## src/rtl/cnn_pkg.sv

```systemverilog
// cnn_pkg: sequencer state/job types and the per-layer network table
package cnn_pkg;
    localparam int LAYER_W = 3;
    localparam int IDX_W = 7;
    typedef enum logic [1:0] {S_IDLE, S_ISSUE, S_WAIT, S_DONE} state_t;
    typedef enum logic {JOB_CONV = 1'b0, JOB_POOL = 1'b1} job_kind_t;
    typedef struct packed {
        logic [IDX_W-1:0] nf;
        logic [IDX_W-1:0] nc;
        logic [IDX_W-1:0] nm;
        logic [5:0]       map_size;
    } layer_cfg_t;
    // Entries 6 and 7 pad the table to the full layer index range.
    localparam layer_cfg_t LAYER_TABLE [8] = '{
        '{7'd6,   7'd1,  7'd0,   6'd28},
        '{7'd0,   7'd0,  7'd6,   6'd14},
        '{7'd16,  7'd6,  7'd0,   6'd10},
        '{7'd0,   7'd0,  7'd16,  6'd5},
        '{7'd120, 7'd16, 7'd0,   6'd1},
        '{7'd0,   7'd0,  7'd120, 6'd1},
        '{7'd1,   7'd1,  7'd1,   6'd1},
        '{7'd1,   7'd1,  7'd1,   6'd1}
    };
endpackage

```

## src/rtl/layer_sequencer_if.sv

```systemverilog
// layer_sequencer_if: job descriptor handshake between sequencer and engine
interface layer_sequencer_if;
    logic                     job_valid;
    logic                     job_ready;
    cnn_pkg::job_kind_t       job_kind;
    logic [cnn_pkg::LAYER_W-1:0] job_layer;
    logic [cnn_pkg::IDX_W-1:0]   job_out_idx;
    logic [cnn_pkg::IDX_W-1:0]   job_in_idx;
    logic                     job_accum;
    logic                     eng_done;
    modport master (
        output job_valid, job_kind, job_layer, job_out_idx, job_in_idx, job_accum,
        input  job_ready, eng_done
    );
    modport slave (
        input  job_valid, job_kind, job_layer, job_out_idx, job_in_idx, job_accum,
        output job_ready, eng_done
    );
endinterface

```

## src/rtl/layer_index_counter.sv

```systemverilog
// layer_index_counter: nested out/in job counters with a last-job-of-layer flag
module layer_index_counter
    import cnn_pkg::*;
(
    input  logic             clk,
    input  logic             rst,
    input  logic             clr,
    input  logic             adv,
    input  job_kind_t        kind,
    input  logic [IDX_W-1:0] nf,
    input  logic [IDX_W-1:0] nc,
    input  logic [IDX_W-1:0] nm,
    output logic [IDX_W-1:0] out_idx,
    output logic [IDX_W-1:0] in_idx,
    output logic             last
);
    logic [IDX_W-1:0] out_q, in_q;
    logic in_last, out_last;
    // pool layers have no inner loop, so the in index mirrors the out index
    always_comb begin
        in_last = (kind == JOB_POOL) || (in_q == nc - 7'd1);
        out_last = out_q == ((kind == JOB_POOL) ? nm : nf) - 7'd1;
        last = in_last && out_last;
        out_idx = out_q;
        in_idx = (kind == JOB_POOL) ? out_q : in_q;
    end
    // the last job of a layer returns both counters to zero for the next layer
    always_ff @(posedge clk) begin
        if (rst || clr || (adv && last)) begin
            out_q <= '0;
            in_q <= '0;
        end else if (adv) begin
            out_q <= in_last ? out_q + 7'd1 : out_q;
            in_q <= in_last ? '0 : in_q + 7'd1;
        end
    end
endmodule

```

## src/rtl/layer_sequencer.sv

```systemverilog
// layer_sequencer: walks CNN layers issuing one job at a time; LAYER_SEQ_PERF_EN adds perf_cycles
module layer_sequencer
    import cnn_pkg::*;
#(
    parameter int NUM_LAYERS = 6
) (
    input  logic clk,
    input  logic rst,
    input  logic start,
    layer_sequencer_if.master bus,
    output logic busy,
    output logic finish
`ifdef LAYER_SEQ_PERF_EN
    ,
    output logic [31:0] perf_cycles
`endif
);
    state_t state_q, state_d;
    logic [LAYER_W-1:0] layer_q;
    logic clr, adv, last, final_layer;
    job_kind_t kind;
    logic [IDX_W-1:0] out_idx, in_idx;

    assign kind = job_kind_t'(layer_q[0]);
    assign final_layer = layer_q == LAYER_W'(NUM_LAYERS - 1);

    layer_index_counter u_cnt (
        .clk(clk),
        .rst(rst),
        .clr(clr),
        .adv(adv),
        .kind(kind),
        .nf(LAYER_TABLE[layer_q].nf),
        .nc(LAYER_TABLE[layer_q].nc),
        .nm(LAYER_TABLE[layer_q].nm),
        .out_idx(out_idx),
        .in_idx(in_idx),
        .last(last)
    );

    // state register
    always_ff @(posedge clk) begin
        state_q <= rst ? S_IDLE : state_d;
    end

    // next state; counters clear on an accepted start and advance on eng_done in WAIT
    always_comb begin
        state_d = state_q;
        clr = 1'b0;
        adv = 1'b0;
        case (state_q)
            S_IDLE, S_DONE: begin
                clr = start;
                state_d = start ? S_ISSUE : state_q;
            end
            S_ISSUE: state_d = bus.job_ready ? S_WAIT : S_ISSUE;
            S_WAIT: begin
                adv = bus.eng_done;
                state_d = !bus.eng_done ? S_WAIT : (last && final_layer) ? S_DONE : S_ISSUE;
            end
            default: state_d = S_IDLE;
        endcase
    end

    // layer index steps only when a non-final layer completes
    always_ff @(posedge clk) begin
        if (rst || clr) layer_q <= '0;
        else if (adv && last && !final_layer) layer_q <= layer_q + 3'd1;
    end

    assign bus.job_valid = state_q == S_ISSUE;
    assign bus.job_kind = kind;
    assign bus.job_layer = layer_q;
    assign bus.job_out_idx = out_idx;
    assign bus.job_in_idx = in_idx;
    assign bus.job_accum = (kind == JOB_CONV) && (in_idx != '0);
    assign busy = (state_q == S_ISSUE) || (state_q == S_WAIT);
    assign finish = state_q == S_DONE;

`ifdef LAYER_SEQ_PERF_EN
    // busy-cycle counter; restarts with each accepted start and freezes once DONE
    always_ff @(posedge clk) begin
        if (rst || clr) perf_cycles <= '0;
        else if (busy) perf_cycles <= perf_cycles + 32'd1;
    end
`endif
endmodule

```

## src/flat_wrapper.sv

```systemverilog
// flat-port wrapper written by rule: the top's interface ports become plain ports
module layer_sequencer_flat import cnn_pkg::*;
#(
    parameter int NUM_LAYERS = 6
)
  (clk, rst, start, busy, finish, bus_job_valid, bus_job_kind, bus_job_layer, bus_job_out_idx, bus_job_in_idx, bus_job_accum, bus_job_ready, bus_eng_done);
  layer_sequencer_if bus_i ();
  input  logic clk;
  input  logic rst;
  input  logic start;
  output logic busy;
  output logic finish;
  output wire logic [$bits(bus_i.job_valid)-1:0] bus_job_valid;
  output wire logic [$bits(bus_i.job_kind)-1:0] bus_job_kind;
  output wire logic [$bits(bus_i.job_layer)-1:0] bus_job_layer;
  output wire logic [$bits(bus_i.job_out_idx)-1:0] bus_job_out_idx;
  output wire logic [$bits(bus_i.job_in_idx)-1:0] bus_job_in_idx;
  output wire logic [$bits(bus_i.job_accum)-1:0] bus_job_accum;
  input wire logic [$bits(bus_i.job_ready)-1:0] bus_job_ready;
  input wire logic [$bits(bus_i.eng_done)-1:0] bus_eng_done;
  assign bus_job_valid = bus_i.job_valid;
  assign bus_job_kind = bus_i.job_kind;
  assign bus_job_layer = bus_i.job_layer;
  assign bus_job_out_idx = bus_i.job_out_idx;
  assign bus_job_in_idx = bus_i.job_in_idx;
  assign bus_job_accum = bus_i.job_accum;
  assign bus_i.job_ready = bus_job_ready;
  assign bus_i.eng_done = bus_eng_done;
  layer_sequencer #(.NUM_LAYERS(NUM_LAYERS)) u_core (.clk(clk), .rst(rst), .start(start), .bus(bus_i), .busy(busy), .finish(finish));
endmodule
```

## config.mk

```make
export PLATFORM = sky130hd
export DESIGN_NAME = layer_sequencer_flat
export DESIGN_NICKNAME = d
export VERILOG_FILES = /design/src/rtl/cnn_pkg.sv /design/src/rtl/layer_sequencer_if.sv /design/src/rtl/layer_index_counter.sv /design/src/rtl/layer_sequencer.sv /design/src/flat_wrapper.sv
export SDC_FILE = /design/constraint.sdc
export NUM_CORES = 1
export LEC_CHECK = 0
export ABC_AREA = 1
export ABC_CLOCK_PERIOD_IN_PS = 3140
export BUFFER_PORTS_ARGS = -buffer_cell sky130_fd_sc_hd__buf_4
export CORE_MARGIN = 4
export CORE_UTILIZATION = 59
export CTS_CLUSTER_DIAMETER = 150
export DETAILED_ROUTE_END_ITERATION = 16
export PLACE_DENSITY = 0.78
export SLEW_MARGIN = 5
export SYNTH_ARGS = -nofsm -noshare
export SYNTH_HDL_FRONTEND = slang
export SYNTH_HIERARCHICAL = 1
export SYNTH_SLANG_ARGS = --single-unit
```

## constraint.sdc

```tcl
create_clock -name clk -period 3.14 [get_ports clk]
set_input_delay 0.628 -clock clk [delete_from_list [all_inputs] [get_ports clk]]
set_output_delay 0.628 -clock clk [all_outputs]
set_load 0.01 [all_outputs]
```

Word-level counts from Yosys, hierarchy flattened
Memory sizes are Yosys's and may differ from the RTL's. Cells that the tools add are included. Widths: inputs -> output; s select.

Flip-flop bits (word level): 19. ROM bits: 216. Output and inout port bits: 22. Word-level logic and storage cells: 46. Memories: 1.

Memory list: (name not given) (words 8, bits a word 27, rd ports 1, clocked after Yosys merged registers in 0, write ports 0, RTL line layer_sequencer.sv:35) `.nm(LAYER_TABLE[layer_q].nm),`.

Add/sub/neg operators: 5. Order comparisons: 1. Eq/ne operators: 7. Multiplexer cells: 12. Bitwise logic cells: 2. Reduce and logical (&&, ||, !) cells: 14.

Operator list (count): $mux 27 (2); $mux 7 (3); $add 7x1->7 const B (2); $eq 7x7->1 (2); $sub 7x1->7 const B (2); $mux 2 (4); $reduce_bool 7->1 (1); $pmux 2 s3 (1); $logic_and 1x1->1 (5); $eq 2x2->1 const B (2); $ge 4x4->1 const B (1); $logic_or 1x1->1 (4); $not 3->4 (1); $add 3x1->3 const B (1); $eq 3x3->1 const B (1); $eq 2x1->1 const B (1); $logic_not 2->1 (1); $mux 1 (2); $ne 2x2->1 const B (1); $reduce_and 2->1 (1); $reduce_or 2->1 (1); $logic_not 1->1 (1); $not 1->1 (1).

Logic depth before layout (Yosys ltp)
Gate-level depths: netlist (run 1).

Depth after elaboration: 12. Gate-level depth with buffers: 22. Mapped depth without buffers: 22.

Modules after synthesis
The synthesis (run 1) kept the hierarchy.

By module, submodules not included: layer_index_counter (times used 1, cells each 282, area an instance 1679.1 um^2); layer_sequencer (times used 1, cells each 71, area an instance 469.2 um^2).

Worst setup path before layout (run 1)
OpenSTA, ideal clock, no wires.

Path type: register to register. From: register u_core.layer_q[0], in the netlist u_core/bus.job_layer[0]. To: register u_core.state_q[1]. Setup time: 0.066 ns. Arrival time: 2.673 ns. Path slack: 0.401 ns. Cell stages (with the launch flop): 21. Path buffers: 1. Clock period less this slack: 2.739 ns. Cells stage by stage: dfxtp_1 inv_1 ha_1 inv_1 nor2_1 inv_1 ha_1 xor2_1 nand2_1 nand3_1 nor2_1 nand2_2 nand2_4 buf_6 and3_2 nand3_1 nand2_1 nand2_1 nand2_1 nand2_1 a21oi_2.

Cells in the longest elaborated chain, start to end: 12. Elaborated cells on any way between the ends: 16. Those cells by class: add/sub: 2; eq/ne: 3; mux: 6; bitwise: 1; reduce/logical: 3; memory: 1.

RTL lines: from (decl) (RTL line layer_sequencer.sv:19) `logic [LAYER_W-1:0] layer_q;`; from (signal assigned) (RTL line layer_sequencer.sv:68) `else if (adv && last && !final_layer) layer_q <= layer_q + 3'd1;`; $not 3->4 (not written as such) (RTL line layer_sequencer.sv:33, layer_sequencer.sv:34, layer_sequencer.sv:35); $mem_v2 8x27; $mux 27 (not written as such) (RTL line layer_sequencer.sv:33) `.nf(LAYER_TABLE[layer_q].nf),`; $mux 27 (not written as such) (RTL line layer_sequencer.sv:34) `.nc(LAYER_TABLE[layer_q].nc),`; $mux 7 or $sub 7x1->7 (tied branches) (RTL line layer_index_counter.sv:22, layer_index_counter.sv:21); $sub 7x1->7 or $eq 7x7->1 (tied branches) (RTL line layer_index_counter.sv:22, layer_index_counter.sv:21); $eq 7x7->1 or $logic_or 1x1->1 (tied branches) (RTL line layer_index_counter.sv:22, layer_index_counter.sv:21); $logic_and 1x1->1 * (RTL line layer_index_counter.sv:23) `last = in_last && out_last;`; via u_core.last (RTL line layer_sequencer.sv:20) `logic clr, adv, last, final_layer;`; $logic_and 1x1->1 * (RTL line layer_sequencer.sv:59) `state_d = !bus.eng_done ? S_WAIT : (last && final_layer) ? S_DONE : S_ISSUE;`; $mux 2 * (2 in series) (RTL line layer_sequencer.sv:59); $pmux 2 s3 * (RTL line layer_sequencer.sv:51) `case (state_q)`; to (signal assigned) (RTL line layer_sequencer.sv:43) `state_q <= rst ? S_IDLE : state_d;`; to (decl) (RTL line layer_sequencer.sv:18) `state_t state_q, state_d;`.

Mark *: on every way through the listed nets, which the timed path passes. The rest lies on a longest branch. The select of a mux whose other input is x is not followed. A chain may end at the register's enable or synchronous reset.

Worst setup path in the final report (run 1)
From: register u_core.layer_q[1], in the netlist u_core/bus.job_layer[1]. To: register u_core.layer_q[2], in the netlist u_core/bus.job_layer[2].

Cells in the longest elaborated chain, start to end: 10. Elaborated cells on any way between the ends: 16. Those cells by class: add/sub: 3; eq/ne: 3; mux: 3; bitwise: 1; reduce/logical: 5; memory: 1.

RTL lines (RTL line): $not 3->4 (not written as such) * (layer_sequencer.sv:33, layer_sequencer.sv:34, layer_sequencer.sv:35); $mem_v2 8x27 *; $mux 27 (not written as such) * (layer_sequencer.sv:33); $mux 27 (not written as such) * (layer_sequencer.sv:34); $mux 7 or $sub 7x1->7 (tied branches) (layer_index_counter.sv:22, layer_index_counter.sv:21); $sub 7x1->7 or $eq 7x7->1 (tied branches) (layer_index_counter.sv:22, layer_index_counter.sv:21); $eq 7x7->1 or $logic_or 1x1->1 (tied branches) (layer_index_counter.sv:22, layer_index_counter.sv:21); $logic_and 1x1->1 * (layer_index_counter.sv:23); via u_core.last (layer_sequencer.sv:20); $logic_and 1x1->1 * (2 in series) (layer_sequencer.sv:68).

Marked as above.

==> results.yml, run 1 <==
timing:
  rsz0062_at_grt: "no"
  drv_slew: 0
  fmax_mhz: 353
  hold_ws_ns: 0.460
  setup_violations: 0
  finalHoldViolCount: 0
  fin_tns_setup_ns: 0
  finalCritPeriodShare: 0.902
  finalCriticalPeriod_ns: 2.83
  skew_ns: 0.0113
global_route:
  gr-usage-all-layers: 0.231
  grt_max_degree: 26
  grt_pass1_vias: 1900
  grt_pass1_wl_um: 8350
  grt-ovfl-total: 0
  grt_antenna_before_repair: 0
placed_design:
  port_buffers: 26
  hpwl_um: 3810
  place.gp.congestion: 0.850
  place_area_um2: 2330
layout:
  final_nets: 398
  final_common_cell: "nand2_1"
  layout-drive-gt1-share: 0.207
  finalInstanceArea_um2: 2360
  layout_common_cells: "nand2_1 (110), inv_1 (53), nand3_1 (30)"
  syn_to_final_growth_pct: 9.96
  n_antenna_cell: 0
floorplanning:
  die_x_um: 68.3
  coreArea_um2: 3420
  start_util: 0.629
  die_area_um2: 4670
  die_h_um: 68.3
  pin_count: 27
  fp-row-count: 21
setup_path:
  arrival_ns: 3.04
  crit_family: "simple AND/OR/NAND/NOR gates"
  cp_slowest_stage_delay_ns: 0.39
  worst-path-buf-inv: 3
  crit_path_top_delay_cell: "dfxtp_1"
  crit_chain: "inv_1 > ha_1 > inv_1 > nor2_1 > nand2_1 > nand2_1 > inv_1 > ha_1 > xor2_1 > nand3_1 > nor2_1 > nand2_1 > nor2_2 > and3_2 > nand3_2 > o21ai_1 > a21oi_1"
  critPathLaunchType: "flip-flop"
  setup.worst_path.start: "u_core/bus.job_layer[1]$_SDFFE_PP0P_"
  crit_type: "reg2reg"
  r2r_start: "u_core/bus.job_layer[1]$_SDFFE_PP0P_"
  worst-path-max-fanout: 6
  cp-end-kind: "flip-flop"
  required_ns: 3.35
detailed_routing:
  finalWirelength_um: 4880
  drtAntennaViolNets: 0
  wl_per_cell_um: 11.4
  vias: 2125
  drc: 0
  avgViaCountPerCell: 4.98
  drtIter0Drc: 117
  first_pass_iters: 4
min_path:
  min_from: "rst"
  worstHoldPathType: "in2reg"
yosys:
  syn_area_per_cell_um2: 6.09
  yosysUniqueCellTypes: 35
  syn_inst: 353
  yosys_warnings: 6
  synth_area_leader_cell: "nand2_1"
  async_flop_share: 0
  synth_flop_cell: "dfxtp_1"
  synth_edf_count: 0
  synth_area_um2: 2150
  synth_seq_cells: 19
  ys_seq_area_frac: 0.177
  synth_top_area_share: 0.192
  ys_top_cells_by_area: "nand2_1 (19%), dfxtp_1 (18%), inv_1 (9.3%), nand3_1 (7.0%), xor2_1 (6.5%)"
cts:
  holdBufCountCts: 0
  cts_buffer_depth: 2
  cts_made_buffers: 3
  clk_pin_slew_ns: 0.13
  clkLatencyLatePin_ns: 0.32
  h-tree-depth: 1
  clkSinkCount: 19
  clock-root-buffer: "clkbuf_4"
  tritoncts: "built"
power:
  seqPwrFrac: 0.544
  peakVddDrop_mv: 0.159
  pwr-share-comb: 0.148
  netSwitchingFraction: 0.298
  p_clk_frac: 0.308
  switchingPower_w: 0.000135
  p_int_w: 0.000318
  p_leak_nw: 1.22
  power_density_nw_per_um2: 192
run_status:
  status: "complete, no violations"
flow_run:
  drv_cap: 0
==> path summary, 6_finish.rpt <==
kind / endpoint / slack (ns) / cells after the start
max reg2reg: u_core/bus.job_layer[2]$_SDFFE_PP0P_ / 0.31 / 17
max: u_core/bus.job_layer[2]$_SDFFE_PP0P_ / 0.31 / 17
min: u_core/state_q[1]$_SDFFE_PP0P_ / 0.46 / 2
min reg2reg: u_core/state_q[1]$_SDFFE_PP0P_ / 0.53 / 2
==> synth_stat cells, drive strengths merged (5+ instances only) <==
library cell    n
nand3          32
o21ai          15
xor2           16
xnor2           5
clkbuf          7
nand2         124
dfxtp          19
nor2           36
nand4           6
ha             11
nor3            5
buf             6
a21oi           7
inv            58
==> cell families (layout without fill, tap and decap cells) <==
family / Yosys count / count (layout) / share of synthesized area
buffers and inverters: 72 / 92 / 0.160
adder cells (fa/ha/maj): 11 / 11 / 0.0641
XOR/XNOR: 21 / 21 / 0.0856
flip-flops: 19 / 19 / 0.177
other: 1 / 9 / 0.00175
AO/OA/AOI/OAI: 23 / 23 / 0.0647
AND/OR/NAND/NOR: 206 / 206 / 0.447
==> metrics by stage <==
| stage | std cells | worst slack, ns | power [W] | util |
|---|---|---|---|---|
| 2_1_floorplan | 361 | 0.401 | 0.000304 | - |
| 3_3_place_gp | 423 | 0.390 | 0.000318 | 0.683 |
| 3_5_place_dp | 423 | 0.302 | 0.000319 | 0.683 |
| 4_1_cts | 427 | 0.276 | 0.000456 | 0.691 |
| 5_1_grt | 427 | 0.0311 | 0.000471 | 0.692 |
| 6_report | 427 | 0.308 | 0.000453 | 0.692 |
==> sequential cells by signal (all words and copies together) (netlist names) <==
| register | flops |
|---|---|
| u_core/bus.job_layer | 3 |
| u_core/state_q | 2 |
| u_core/u_cnt/in_q | 7 |
| u_core/u_cnt/out_idx | 7 |
==> area by class of cell <==
type	instances	area, µm²
multi-input combinational	270	1460
fill	322	1050
sequential	19	380
inverter	59	223
timing repair buffer	29	218
tap	46	57.6
clock buffer	4	26.3
==> metal layers <==
metal	part of all wire	vias up	GRT usage	routed length, µm
li1	-	1131	-	-
met1	0.47	953	0.294	2270
met2	0.49	35	0.408	2390
met3	0.036	6	0.0345	175
met4	0.0082	0	0.0496	40
met5	0	-	0	0
==> timing repair <==
item                                    CTS  global route
endpoints found under the hold margin     0             0
endpoints found under the setup margin    0             2
resized for setup                         0             2
setup buffers                             0             0
==> power groups by stage <==
stage / Clock [W] / Sequential, W / Combinational (W)
finish: 0.000140 / 0.000247 / 0.0000672
global route: 0.000149 / 0.000247 / 0.0000750
CTS: 0.000142 / 0.000247 / 0.0000672
detailed placement: 0 / 0.000252 / 0.0000671
global placement: 0 / 0.000252 / 0.0000664
floorplan: 0 / 0.000251 / 0.0000524
No activity file was read; power rests on OpenSTA's default activity.
==> inputs of run 2 (changes only) <==
--- a/config.mk
+++ b/config.mk
@@ -7,12 +7,12 @@
 export LEC_CHECK = 0
 export ABC_AREA = 1
 export ABC_CLOCK_PERIOD_IN_PS = 3140
-export BUFFER_PORTS_ARGS = -buffer_cell sky130_fd_sc_hd__buf_4
 export CORE_MARGIN = 4
-export CORE_UTILIZATION = 59
+export CORE_UTILIZATION = 60
 export CTS_CLUSTER_DIAMETER = 150
 export DETAILED_ROUTE_END_ITERATION = 16
-export PLACE_DENSITY = 0.78
+export DONT_BUFFER_PORTS = 1
+export PLACE_DENSITY = 0.73
 export SLEW_MARGIN = 5
 export SYNTH_ARGS = -nofsm -noshare
 export SYNTH_HDL_FRONTEND = slang
==> run 2 against run 1 <==
Final cell count decreased by 5.2%; sequential power about the same; routed wire length decreased by 4.3%; clock-buffer cell count decreased by 1; clock skew decreased by 0.0075 ns; combinational power decreased by 17%; largest power group unchanged; highest routed layer unchanged.
==> results.yml, run 2 (synthesis gave the netlist of run 1 again) <==
detailed_routing:
  drtIter0Drc: 105
  vias: 2014
  drtAntennaViolNets: 0
  first_pass_iters: 4
  finalWirelength_um: 4670
  wl_per_cell_um: 11.5
  drc: 0
  avgViaCountPerCell: 4.97
floorplanning:
  die_x_um: 67.8
  fp-row-count: 21
  start_util: 0.634
  coreArea_um2: 3390
  pin_count: 27
  die_h_um: 67.8
  die_area_um2: 4600
layout:
  fill_cells: 341
  finalInstanceArea_um2: 2200
  final_common_cell: "nand2_1"
  final_nets: 376
  layout-drive-gt1-share: 0.162
  n_antenna_cell: 0
  syn_to_final_growth_pct: 2.33
  layout_common_cells: "nand2_1 (110), inv_1 (53), nand3_1 (30)"
cts:
  cts_made_buffers: 3
  clkLatencyLatePin_ns: 0.30
  tritoncts: "built"
  cts_buffer_depth: 2
  clock-root-buffer: "clkbuf_4"
  clk_pin_slew_ns: 0.12
  clkSinkCount: 19
  h-tree-depth: 1
power:
  p_clk_frac: 0.303
  power_density_nw_per_um2: 197
  pwr-share-comb: 0.129
  peakVddDrop_mv: 0.170
  p_leak_nw: 1.11
  p_int_w: 0.000307
  seqPwrFrac: 0.569
  netSwitchingFraction: 0.292
  switchingPower_w: 0.000126
setup_path:
  reg2regPathDepth: 16
  cp-end-kind: "flip-flop"
  reg2reg_to: "u_core/bus.job_layer[2]$_SDFFE_PP0P_"
  worst-path-max-fanout: 12
  r2r_start: "u_core/bus.job_layer[0]$_SDFFE_PP0P_"
  setup.worst_path.start: "u_core/bus.job_layer[0]$_SDFFE_PP0P_"
  rrSetupSlack_ns: 0.30
  arrival_ns: 3.04
  required_ns: 3.35
  critPathLaunchType: "flip-flop"
  crit_type: "reg2reg"
global_route:
  grt_antenna_before_repair: 0
  gr-usage-all-layers: 0.222
  grt_pass1_wl_um: 7870
  grt_pass1_vias: 1769
  grt_max_degree: 24
  grt-ovfl-total: 0
min_path:
  worstHoldPathCells: 1
  worstHoldPathType: "in2reg"
  min_from: "rst"
  holdPathEnd: "u_core/state_q[1]$_SDFFE_PP0P_"
timing:
  finalCriticalPeriod_ns: 2.84
  finalCritPeriodShare: 0.903
  skew_ns: 0.00381
  setup_violations: 0
  fmax_mhz: 353
  fin_tns_setup_ns: 0
  rsz0062_at_grt: "no"
  finalHoldViolCount: 0
  drv_slew: 0
  max-slew-margin-rel: 0.619
  tightest_slew_ns: 0.565
placed_design:
  hpwl_um: 3630
  place_area_um2: 2170
  port_buffers: 0
  place.gp.congestion: 0.842
run_status:
  status: "complete, no violations"
flow_run:
  drv_cap: 0
## run 2: critical path, stage by stage (launching register included)
cell and delay (ns):
dfxtp_1 0.40, inv_1 0.13, ha_1 0.18, inv_1 0.06, o21ai_0 0.24, inv_1 0.13, ha_1 0.29, xor2_1 0.18
nand2_1 0.06, nand3_1 0.07, nor2_1 0.13, nand2_2 0.13, nand2_4 0.16, and3_2 0.23, nand3_2 0.12, o21ai_1 0.15
a21oi_1 0.07
## run 2: worst max path at each step
stage / end / cells past startpoint
4_1_cts: u_core/state_q[1]$_SDFFE_PP0P_ / 19
2_1_floorplan: u_core/state_q[1]$_SDFFE_PP0P_ / 20
3_5_place_dp: u_core/bus.job_layer[2]$_SDFFE_PP0P_ / 16
5_1_grt: u_core/state_q[1]$_SDFFE_PP0P_ / 19
6_report: u_core/bus.job_layer[2]$_SDFFE_PP0P_ / 16
3_3_place_gp: u_core/state_q[1]$_SDFFE_PP0P_ / 20
## run 2: what timing repair did
| item | CTS | global route |
|---|---|---|
| resized for setup | 0 | 1 |
| hold buffers | 0 | 0 |
| setup endpoints to repair | 0 | 3 |
| setup buffers | 0 | 0 |
## run 2: power by group through the flow
| stage | registers, W | logic [W] | clock network (W) |
|---|---|---|---|
| after floorplan | 0.000251 | 0.0000524 | 0 |
| after global placement | 0.000252 | 0.0000550 | 0 |
| after detailed placement | 0.000252 | 0.0000556 | 0 |
| after CTS | 0.000247 | 0.0000559 | 0.000136 |
| after global routing | 0.000247 | 0.0000628 | 0.000148 |
| final | 0.000247 | 0.0000557 | 0.000131 |
## run 2: layout make-up
cell class              count  area (µm²)  area share
multi-input cells         270        1460       0.663
flip-flops and latches     19         380       0.173
inverters                  59         223       0.101
well taps                  46        57.6      0.0262
repair buffers              7        52.6      0.0239
clock buffers               3        22.5      0.0102
clock inverters             1        5.00     0.00228
## run 2: stage by stage
| stage | total power, W | setup WS [ns] | hold slack [ns] | util | std cells |
|---|---|---|---|---|---|
| global route | 0.000458 | 0.00535 | 0.345 | 0.649 | 405 |
| CTS | 0.000439 | 0.301 | 0.361 | 0.648 | 405 |
| finish | 0.000434 | 0.304 | 0.362 | 0.649 | 405 |
| global placement | 0.000307 | 0.361 | 0.517 | 0.640 | 401 |
| floorplan | 0.000304 | 0.401 | 0.482 | - | 361 |
| detailed placement | 0.000308 | 0.326 | 0.525 | 0.640 | 401 |
## run 2: layer usage
layer | global-route usage | part of all wire | routed length, µm
met5 | 0 | 0 | 0
met3 | 0.0542 | 0.064 | 299
met2 | 0.375 | 0.47 | 2190
met1 | 0.282 | 0.46 | 2130
met4 | 0.0571 | 0.010 | 49
==> inputs of run 3 (changes only) <==
--- a/config.mk
+++ b/config.mk
@@ -8,11 +8,11 @@
 export ABC_AREA = 1
 export ABC_CLOCK_PERIOD_IN_PS = 3140
 export CORE_MARGIN = 4
-export CORE_UTILIZATION = 60
+export CORE_UTILIZATION = 35
 export CTS_CLUSTER_DIAMETER = 150
 export DETAILED_ROUTE_END_ITERATION = 16
 export DONT_BUFFER_PORTS = 1
-export PLACE_DENSITY = 0.73
+export PLACE_DENSITY = 0.46
 export SLEW_MARGIN = 5
 export SYNTH_ARGS = -nofsm -noshare
 export SYNTH_HDL_FRONTEND = slang
==> run 3 against run 2 <==
Die area grew 62%; via count fell by 1.6%; clock-buffer cell count did not move; final cell count up 8.1%; clock skew grew 0.0071 ns; combinational power up 0.9%; sequential share of layout area fell by 0.71 points; critical path depth decreased by 8; non-clock buffer count grew 4; core utilization decreased by 26 points; critical path type is now reg2out; largest power group unchanged.
==> results.yml, run 3 (synthesis gave the netlist of run 1 again) <==
cts:
  tritoncts: "built"
  cts_buffer_depth: 2
  clock-root-buffer: "clkbuf_8"
  h-tree-depth: 1
  cts_resized: 0
  cts_made_buffers: 3
  clk_pin_slew_ns: 0.09
  holdBufCountCts: 0
  clkLatencyLatePin_ns: 0.27
  post_cts_buffers: 0
  clkSinkCount: 19
global_route:
  met3_usage: 0.0399
  grt_pass1_wl_um: 9500
  use_met1: 0.204
  grt_max_degree: 25
  grt_pass1_vias: 2001
  grt_antenna_before_repair: 0
  gr-usage-all-layers: 0.156
  grt-ovfl-total: 0
  met2_usage: 0.263
  busiest_layer: "met2"
floorplanning:
  die_h_um: 86.3
  coreArea_um2: 5960
  fp-row-count: 28
  pin_count: 27
  die_area_um2: 7460
  die_x_um: 86.3
  start_util: 0.361
layout:
  multi_input_area_um2: 1470
  finalInstanceArea_um2: 2290
  fin_cells: 438
  n_antenna_cell: 0
  final_nets: 380
  layout-drive-gt1-share: 0.176
  final_common_cell: "nand2_1"
  syn_to_final_growth_pct: 6.70
  fill_cells: 686
  seqCellArea_um2: 380
  layout_common_cells: "nand2_1 (110), inv_1 (53), nand3_1 (30)"
power:
  switchingPower_w: 0.000143
  power_density_nw_per_um2: 214
  seqPwrFrac: 0.502
  peakVddDrop_mv: 0.145
  pwr-share-comb: 0.114
  p_leak_nw: 1.14
  p_int_w: 0.000348
  p_clk_frac: 0.384
  netSwitchingFraction: 0.291
flow_run:
  drv_cap: 0
timing:
  finalCritPeriodShare: 0.913
  fmax_mhz: 349
  finalCriticalPeriod_ns: 2.87
  worst_slack_ns: 0.274
  rsz0062_at_grt: "no"
  finalHoldViolCount: 0
  setup_violations: 0
  fin_tns_setup_ns: 0
  skew_ns: 0.0109
  drv_slew: 0
setup_path:
  reg2regPathDepth: 21
  cp-end-kind: "output port"
  required_ns: 2.51
  rrSetupSlack_ns: 0.33
  critPathLaunchType: "flip-flop"
  arrival_ns: 2.24
  setup.worst_path.start: "u_core/bus.job_layer[0]$_SDFFE_PP0P_"
  r2r_start: "u_core/bus.job_layer[1]$_SDFFE_PP0P_"
  crit_type: "reg2out"
  worst-path-max-fanout: 24
  reg2reg_to: "u_core/state_q[1]$_SDFFE_PP0P_"
run_status:
  status: "complete, no violations"
placed_design:
  hpwl_um: 4180
  dpl_worst_slack_ns: 0.194
  dp.cells: 434
  place_area_um2: 2230
  port_buffers: 0
  place.gp.congestion: 0.786
detailed_routing:
  first_pass_iters: 4
  drtIter0Drc: 55
  wl_per_cell_um: 12.0
  finalWirelength_um: 5240
  vias: 1982
  drtAntennaViolNets: 0
  avgViaCountPerCell: 4.53
  drc: 0
min_path:
  min_from: "rst"
  holdPathEnd: "u_core/state_q[1]$_SDFFE_PP0P_"
  worstHoldPathType: "in2reg"
  worstHoldPathCells: 1
run 3: changes by cell type in the layout (fill, tap and decap cells not counted), sizes merged:
cell and change:
buf +4
run 3: worst max-delay path, stage by stage (launching register included):
cell	delay, ns
dfxtp_1	0.44
buf_4	0.36
inv_2	0.12
buf_4	0.21
nand2_1	0.06
o21ai_0	0.14
nor4_2	0.35
a21oi_1	0.12
buf_4	0.16
run 3: worst max path at each step:
stage / endpoint / slack, ns / cells after the start
2_1_floorplan: u_core/state_q[1]$_SDFFE_PP0P_ / 0.40 / 20
3_3_place_gp: u_core/state_q[1]$_SDFFE_PP0P_ / 0.26 / 19
3_5_place_dp: u_core/bus.job_layer[2]$_SDFFE_PP0P_ / 0.19 / 15
4_1_cts: bus_job_accum / 0.16 / 8
5_1_grt: u_core/bus.job_layer[0]$_SDFFE_PP0P_ / 0.04 / 19
6_report: bus_job_accum / 0.27 / 8
run 3: power groups by stage:
stage | registers [W] | clock network, W | logic (W)
4_1_cts | 0.000246 | 0.000198 | 0.0000569
3_5_place_dp | 0.000252 | 0 | 0.0000567
3_3_place_gp | 0.000252 | 0 | 0.0000571
5_1_grt | 0.000247 | 0.000207 | 0.0000638
2_1_floorplan | 0.000251 | 0 | 0.0000524
6_report | 0.000246 | 0.000189 | 0.0000562
run 3: layer usage:
metal	vias up	routed length [µm]
met1	864	2570
li1	1084	-
met4	0	46
met2	29	2350
met5	-	0
met3	5	276
run 3: through the flow:
step	power, W	util	hold WS [ns]
5_1_grt	0.000518	0.385	0.394
6_report	0.000491	0.385	0.405
3_3_place_gp	0.000309	0.375	0.519
4_1_cts	0.000501	0.383	0.402
2_1_floorplan	0.000304	-	0.482
3_5_place_dp	0.000309	0.375	0.520
run 3: cell type report:
type	instances	area share
Sequential cell	19	0.166
Clock buffer	3	0.0180
Clock inverter	1	0.00218
Tap cell	75	0.0409
Inverter	59	0.0972
Timing Repair Buffer	11	0.0360
Multi-Input combinational cell	270	0.640
